[config.mk]
export PLATFORM = sky130hd
export DESIGN_NAME = hci_ext_rr_arbiter
export DESIGN_NICKNAME = d
export VERILOG_FILES = /design/src/rtl/hci_ext_rr_arbiter.sv
export SDC_FILE = /design/constraint.sdc
export NUM_CORES = 1
export LEC_CHECK = 0
export BUFFER_PORTS_ARGS = -buffer_cell sky130_fd_sc_hd__buf_2
export CORE_AREA = 2 2 170 172
export CTS_CLUSTER_SIZE = 25
export DETAILED_ROUTE_END_ITERATION = 12
export DIE_AREA = 0 0 172 174
export PLACE_DENSITY = 0.5
export RECOVER_POWER = 100
export SLEW_MARGIN = 20
export SYNTH_ARGS = -nofsm -noshare
export SYNTH_HDL_FRONTEND = slang
export SYNTH_SLANG_ARGS = --single-unit
[constraint.sdc]
create_clock -name clk_i -period 11.5 [get_ports clk_i]
set_input_delay 3.45 -clock clk_i [delete_from_list [all_inputs] [get_ports clk_i]]
set_output_delay 3.45 -clock clk_i [all_outputs]
set_load 0.01 [all_outputs]
[src/rtl/hci_ext_rr_arbiter.sv]
`default_nettype none
// ============================================================================
// Module      : hci_ext_rr_arbiter
// Description : Round-robin arbiter sharing the single external HCI TCDM port
//               between N_REQ initiators. A request that is not granted keeps
//               the port locked until its handshake. An in-order ID FIFO
//               routes each response back to the requester that issued it.
// Ports       : clk_i, rst_ni (async, active low), clear_i (sync clear)
//               in_*   : upstream requester side (packed per requester)
//               out_*  : downstream ext_tcdm_* side of hci_system
//               outstanding_o : ID FIFO occupancy
//               drop_o        : one-cycle pulse after a stray response
// Revision    : 1.0 - initial release
// ============================================================================
module hci_ext_rr_arbiter #(
    parameter int unsigned N_REQ     = 4,
    parameter int unsigned AW        = 32,
    parameter int unsigned DW        = 32,
    parameter int unsigned BW        = 8,
    parameter int unsigned MAX_OUTST = 4
) (
    input  logic                            clk_i,
    input  logic                            rst_ni,
    input  logic                            clear_i,
    input  logic [N_REQ-1:0]                in_req_i,
    output logic [N_REQ-1:0]                in_gnt_o,
    input  logic [N_REQ*AW-1:0]             in_add_i,
    input  logic [N_REQ-1:0]                in_wen_i,
    input  logic [N_REQ*DW-1:0]             in_data_i,
    input  logic [N_REQ*(DW/BW)-1:0]        in_be_i,
    input  logic [N_REQ-1:0]                in_r_ready_i,
    output logic [DW-1:0]                   in_r_data_o,
    output logic [N_REQ-1:0]                in_r_valid_o,
    output logic                            out_req_o,
    input  logic                            out_gnt_i,
    output logic [AW-1:0]                   out_add_o,
    output logic                            out_wen_o,
    output logic [DW-1:0]                   out_data_o,
    output logic [(DW/BW)-1:0]              out_be_o,
    input  logic [DW-1:0]                   out_r_data_i,
    input  logic                            out_r_valid_i,
    output logic                            out_r_ready_o,
    output logic [$clog2(MAX_OUTST+1)-1:0]  outstanding_o,
    output logic                            drop_o
);

    localparam int unsigned c_bew = DW / BW;
    localparam int unsigned c_iw  = $clog2(N_REQ);
    localparam int unsigned c_sw  = c_iw + 1;
    localparam int unsigned c_cw  = $clog2(MAX_OUTST + 1);
    localparam int unsigned c_pw  = (MAX_OUTST > 1) ? $clog2(MAX_OUTST) : 1;

    // Arbitration state
    logic [c_iw-1:0] r_ptr;
    logic            r_lock;
    logic [c_iw-1:0] r_lock_idx;

    // ID FIFO state
    logic [c_iw-1:0] r_fifo [MAX_OUTST];
    logic [c_pw-1:0] r_wr;
    logic [c_pw-1:0] r_rd;
    logic [c_cw-1:0] r_count;
    logic            r_drop;

    logic [c_iw-1:0] w_search;
    logic            w_found;
    logic [c_sw-1:0] w_cand;
    logic [c_iw-1:0] w_sel;
    logic            w_active;
    logic            w_full;
    logic            w_empty;
    logic            w_hs;
    logic            w_pop;
    logic [c_iw-1:0] w_head;

    // First requester at or after r_ptr, wrapping modulo N_REQ.
    always_comb begin
        w_found  = 1'b0;
        w_search = '0;
        w_cand   = '0;
        for (int i = 0; i < N_REQ; i++) begin
            w_cand = {1'b0, r_ptr} + c_sw'(i);
            if (w_cand >= c_sw'(N_REQ)) begin
                w_cand = w_cand - c_sw'(N_REQ);
            end
            if (!w_found && in_req_i[w_cand[c_iw-1:0]]) begin
                w_found  = 1'b1;
                w_search = w_cand[c_iw-1:0];
            end
        end
    end

    // A locked requester is held even if it withdraws its request, so the
    // downstream payload never changes between request and grant.
    assign w_sel    = r_lock ? r_lock_idx : w_search;
    assign w_active = r_lock | (|in_req_i);
    assign w_full   = (r_count == c_cw'(MAX_OUTST));
    assign w_empty  = (r_count == '0);
    assign w_head   = r_fifo[r_rd];

    assign out_req_o = w_active & ~w_full;
    assign w_hs      = out_req_o & out_gnt_i;
    assign in_gnt_o  = w_hs ? (N_REQ'(1) << w_sel) : '0;

    always_comb begin
        out_add_o  = '0;
        out_wen_o  = 1'b0;
        out_data_o = '0;
        out_be_o   = '0;
        for (int k = 0; k < N_REQ; k++) begin
            if (w_active && (w_sel == c_iw'(k))) begin
                out_add_o  = in_add_i[k*AW +: AW];
                out_wen_o  = in_wen_i[k];
                out_data_o = in_data_i[k*DW +: DW];
                out_be_o   = in_be_i[k*c_bew +: c_bew];
            end
        end
    end

    // With no owner on record, responses are always accepted and discarded.
    assign out_r_ready_o = w_empty ? 1'b1 : in_r_ready_i[w_head];
    assign in_r_valid_o  = (out_r_valid_i && !w_empty) ? (N_REQ'(1) << w_head) : '0;
    assign in_r_data_o   = out_r_data_i;
    assign w_pop         = out_r_valid_i & out_r_ready_o & ~w_empty;

    assign outstanding_o = r_count;
    assign drop_o        = r_drop;

    always_ff @(posedge clk_i or negedge rst_ni) begin
        if (!rst_ni) begin
            r_ptr      <= '0;
            r_lock     <= 1'b0;
            r_lock_idx <= '0;
            r_wr       <= '0;
            r_rd       <= '0;
            r_count    <= '0;
            r_drop     <= 1'b0;
        end else if (clear_i) begin
            r_ptr      <= '0;
            r_lock     <= 1'b0;
            r_lock_idx <= '0;
            r_wr       <= '0;
            r_rd       <= '0;
            r_count    <= '0;
            r_drop     <= 1'b0;
        end else begin
            r_drop <= out_r_valid_i & w_empty;

            if (w_hs) begin
                r_lock <= 1'b0;
                r_ptr  <= (w_sel == c_iw'(N_REQ - 1)) ? '0 : w_sel + c_iw'(1);
                r_wr   <= (r_wr == c_pw'(MAX_OUTST - 1)) ? '0 : r_wr + c_pw'(1);
            end else if (out_req_o) begin
                r_lock     <= 1'b1;
                r_lock_idx <= w_sel;
            end

            if (w_pop) begin
                r_rd <= (r_rd == c_pw'(MAX_OUTST - 1)) ? '0 : r_rd + c_pw'(1);
            end

            case ({w_hs, w_pop})
                2'b10:   r_count <= r_count + c_cw'(1);
                2'b01:   r_count <= r_count - c_cw'(1);
                default: r_count <= r_count;
            endcase
        end
    end

    // ID storage needs no reset: entries are only read while the count says valid.
    always_ff @(posedge clk_i) begin
        if (w_hs && !clear_i) begin
            r_fifo[r_wr] <= w_sel;
        end
    end

endmodule
`default_nettype wire

==> results by group <==
STA
  – Final min period: between 10000 and 15000 ps
  – Endpoints failing setup: 0
  – Final worst-path cycle share: approximately 90%
  – Slew at the pin closest to its max-slew limit: between 2000 and 2500 ps
  – Layout Skew: between 8 and 9 ps
  – Final max-slew violation count: 49
  – RSZ-0062 raised after global routing: no
  – Fin. Hold Viols: 0
  – Rel. slew slack: -37.29%
  – Total Neg Setup Slack: 0 ps
  – Setup WS post-layout: ~1200 ps
  – Highest Clock Rate: 0.09694 GHz
  – WHS: 583.4 ps

Placement
  – Place WS: 1601 ps
  – Routability Congestion: 0.7637
  – Inst Count DP: 1229
  – HPWL Detailed: 13.34 mm
  – Port Buffers: approximately 370

Logic synthesis
  – Yosys reg bits: 21
  – Mapped cell area: ~0.0038 mm²
  – Ys flop type: dfrtp_1
  – Part of the Yosys area used for sequential elements: roughly 15%
  – Syn Inst Count: roughly 560
  – Number of synthesized flops with an enable pin: 8
  – Post-synth cell types: 40
  – Post-synth ARST share: roughly 62%
  – Syn avg cell area: just under 7 µm²
  – Warnings from Yosys: 0
  – Syn_nets: between 800 and 900

Outcome
  – Failing checks: max-capacitance violations, max-slew violations
  – Run status: complete, but fails checks

Pwr
  – Clock share of power: under 10%
  – Int Power: around 0.41 mW
  – Comb power frac: 78.1%
  – Max VDD drop: roughly 0.000047 V
  – Sw frac: about half
  – Pleak: 2.543 nW
  – Switching pwr: between 0.4 and 0.5 mW
  – Pwr dens: 147.1 mW/mm²
  – Register share of total power: between 10% and 20%

Routing
  – Final WL: approximately 17 mm
  – Routed length on met1: between 7 and 8 mm
  – Iter 0 DRT Violations: between 200 and 250
  – Met2 wire len: 8.635 mm
  – Metal3 WL: approximately 1.2 mm
  – Via/cell ratio: 4.221
  – Post-DRT Antenna Nets: 0
  – DR pass1 iterations: 4
  – Drc violations: 0
  – Drt wl/cell: approximately 14 µm
  – Top Layer Used: met4
  – Via count: about 5200

Worst setup path
  – Critical path class: in2out
  – Crit start category: input port
  – Reg-to-Reg End: outstanding_o[2]
  – Crit path capture type: primary output
  – Arr. time, crit path: 6870 ps
  – Critical Path RT: slightly above 8000 ps
  – R2R cell count: 7
  – Max FO, Critical Path: 39
  – Reg-to-reg startpoint: outstanding_o[2]
  – Setup slack, reg-to-reg: around 7900 ps

Clock network
  – Post-CTS Resized: 0
  – Hold buffers post-CTS: 0
  – Num CTS Buffers: 3
  – Worst-skew pair later-pin latency: about 260 ps
  – CTS root buf: clkbuf_16
  – CTS sink cnt: 21
  – Max Root-Sink Buffers: 2
  – CTS tree: done
  – # H-tree levels: 1
  – Clk slew on worst S/H paths: roughly 60 ps
  – Post-CTS Setup Bufs: 0

Floorplan
  – I/O pin count: 436
  – # rows: 62
  – Starting density of the core: a little over an eighth
  – Die area: roughly 0.03 mm²
  – Chip Height: 174 µm
  – Chip width: between 150 and 200 µm
  – Core area: approximately 0.028 mm²

Cells and area
  – Filler cell count: between 3000 and 4000
  – Most frequent cells in the layout: buf_2 (291), nor2_1 (89), clkbuf_1 (81), a21oi_1 (74)
  – Fraction of layout cells with a size suffix above 1: 36.16%
  – Area of the multi-input gates: between 0.002 and 0.003 mm²
  – Nets: roughly 1200
  – Commonest non-fill, non-tap cell in the layout: buf_2
  – Sequential Area: 565.5 µm²
  – Non-filler cells, final: ~1200
  – Synth-to-layout area growth: 51.60%

Global route
  – Largest net degree at the start of global routing: 73
  – Initial antenna violation count: 2
  – GRT Residual Overflow: 0
  – First-pass GRT wire length: ~25 mm
  – Vias in the first global route: roughly 4900
  – All-layer global routing usage: 10.51%

Min path
  – Type of the worst min-delay path: reg2reg
  – Hold path depth: 2
  – Hold Crit Start: r_lock_idx[0]
  – Hold Path Sink: r_lock_idx[0]

Flow run
  – Max_cap viols: 2
## worst max-delay path, cell delays in order
cell,delay [ps]
clkbuf_1,100
nor4_1,480
and2_0,1540
clkbuf_2,940
nor2_1,140
clkbuf_1,170
## synthesized netlist by cell type, types with 2 or more instances
cell	n	area share, %
nor2_1	89	8.9
a21oi_1	74	9.8
nor2b_1	71	12
nor3_1	70	9.3
a221oi_1	68	16
clkbuf_1	52	5.2
buf_4	32	6.4
dfrtp_1	13	8.6
and2_1	11	1.8
edfxtp_1	8	6.4
ha_1	8	2.7
inv_1	8	0.80
nand2_1	8	0.80
a211oi_1	4	0.80
mux2i_1	4	1.1
nand2b_1	4	0.66
buf_2	3	0.40
nor3b_1	3	0.60
buf_1	2	0.20
mux2i_2	2	0.73
o21ai_0	2	0.27
or3_1	2	0.33
xnor2_1	2	0.47
## state kept, by name (all words and copies together) (netlist names)
register and cells:
r_wr 2, outstanding_o 3, r_fifo 8, drop_o 1
r_ptr 2, r_rd 2, r_lock 1, r_lock_idx 2
## cells by family after synthesis
group / Yosys count / synth area share [%]
AO/OA/AOI/OAI: 155 / 28.96
adder cells (fa/ha/maj): 9 / 3.192
flip-flops: 21 / 15.03
XOR/XNOR: 3 / 0.8978
multiplexers: 10 / 3.790
AND/OR/NAND/NOR: 262 / 35.17
buffers and inverters: 97 / 12.97
## worst max path at each step
stage / start / to / slack (ps) / depth (start not counted)
floorplan: in_req_i[1] / out_add_o[10] / 2170 / 14
global placement: in_req_i[3] / out_data_o[0] / 1590 / 13
detailed placement: in_req_i[3] / out_data_o[0] / 1600 / 13
CTS: in_req_i[3] / out_data_o[0] / 1570 / 13
global route: in_req_i[0] / out_add_o[3] / 930 / 6
finish: in_req_i[0] / out_data_o[28] / 1180 / 6
## area by class of cell
type                       instances  share of cell area, %
clock buffer                       3                  1.316
clock inverter                     1                 0.1316
multi-input combinational        439                  47.48
antenna                            2                0.08772
tap                              384                  8.421
inverter                           8                 0.5263
sequential                        21                  9.912
timing repair buffer             377                  32.13
## layer usage
metal  vias up  track usage [%]
met5         -                0
met4         0            3.256
met3        34            1.047
met2       258            18.93
met1      2343            13.04
li1       2578                -
## power by group through the flow
stage	sequential, mW	clock [mW]	combinational (mW)
floorplan	0.107	0	0.448
global placement	0.108	0	0.690
detailed placement	0.108	0	0.692
CTS	0.107	0.0766	0.694
global route	0.110	0.0803	0.735
finish	0.107	0.0766	0.656
## metrics by stage
| stage | instance area, µm² | util, % | total power [mW] |
|---|---|---|---|
| 2_1_floorplan | 3764 | - | 0.5545 |
| 3_3_place_gp | 5762 | 20.41 | 0.7977 |
| 3_5_place_dp | 5762 | 20.41 | 0.7997 |
| 4_1_cts | 5844 | 20.70 | 0.8776 |
| 5_1_grt | 5705 | 20.21 | 0.9253 |
| 6_report | 5705 | 20.21 | 0.8393 |
No activity file was read; power rests on OpenSTA's default activity.
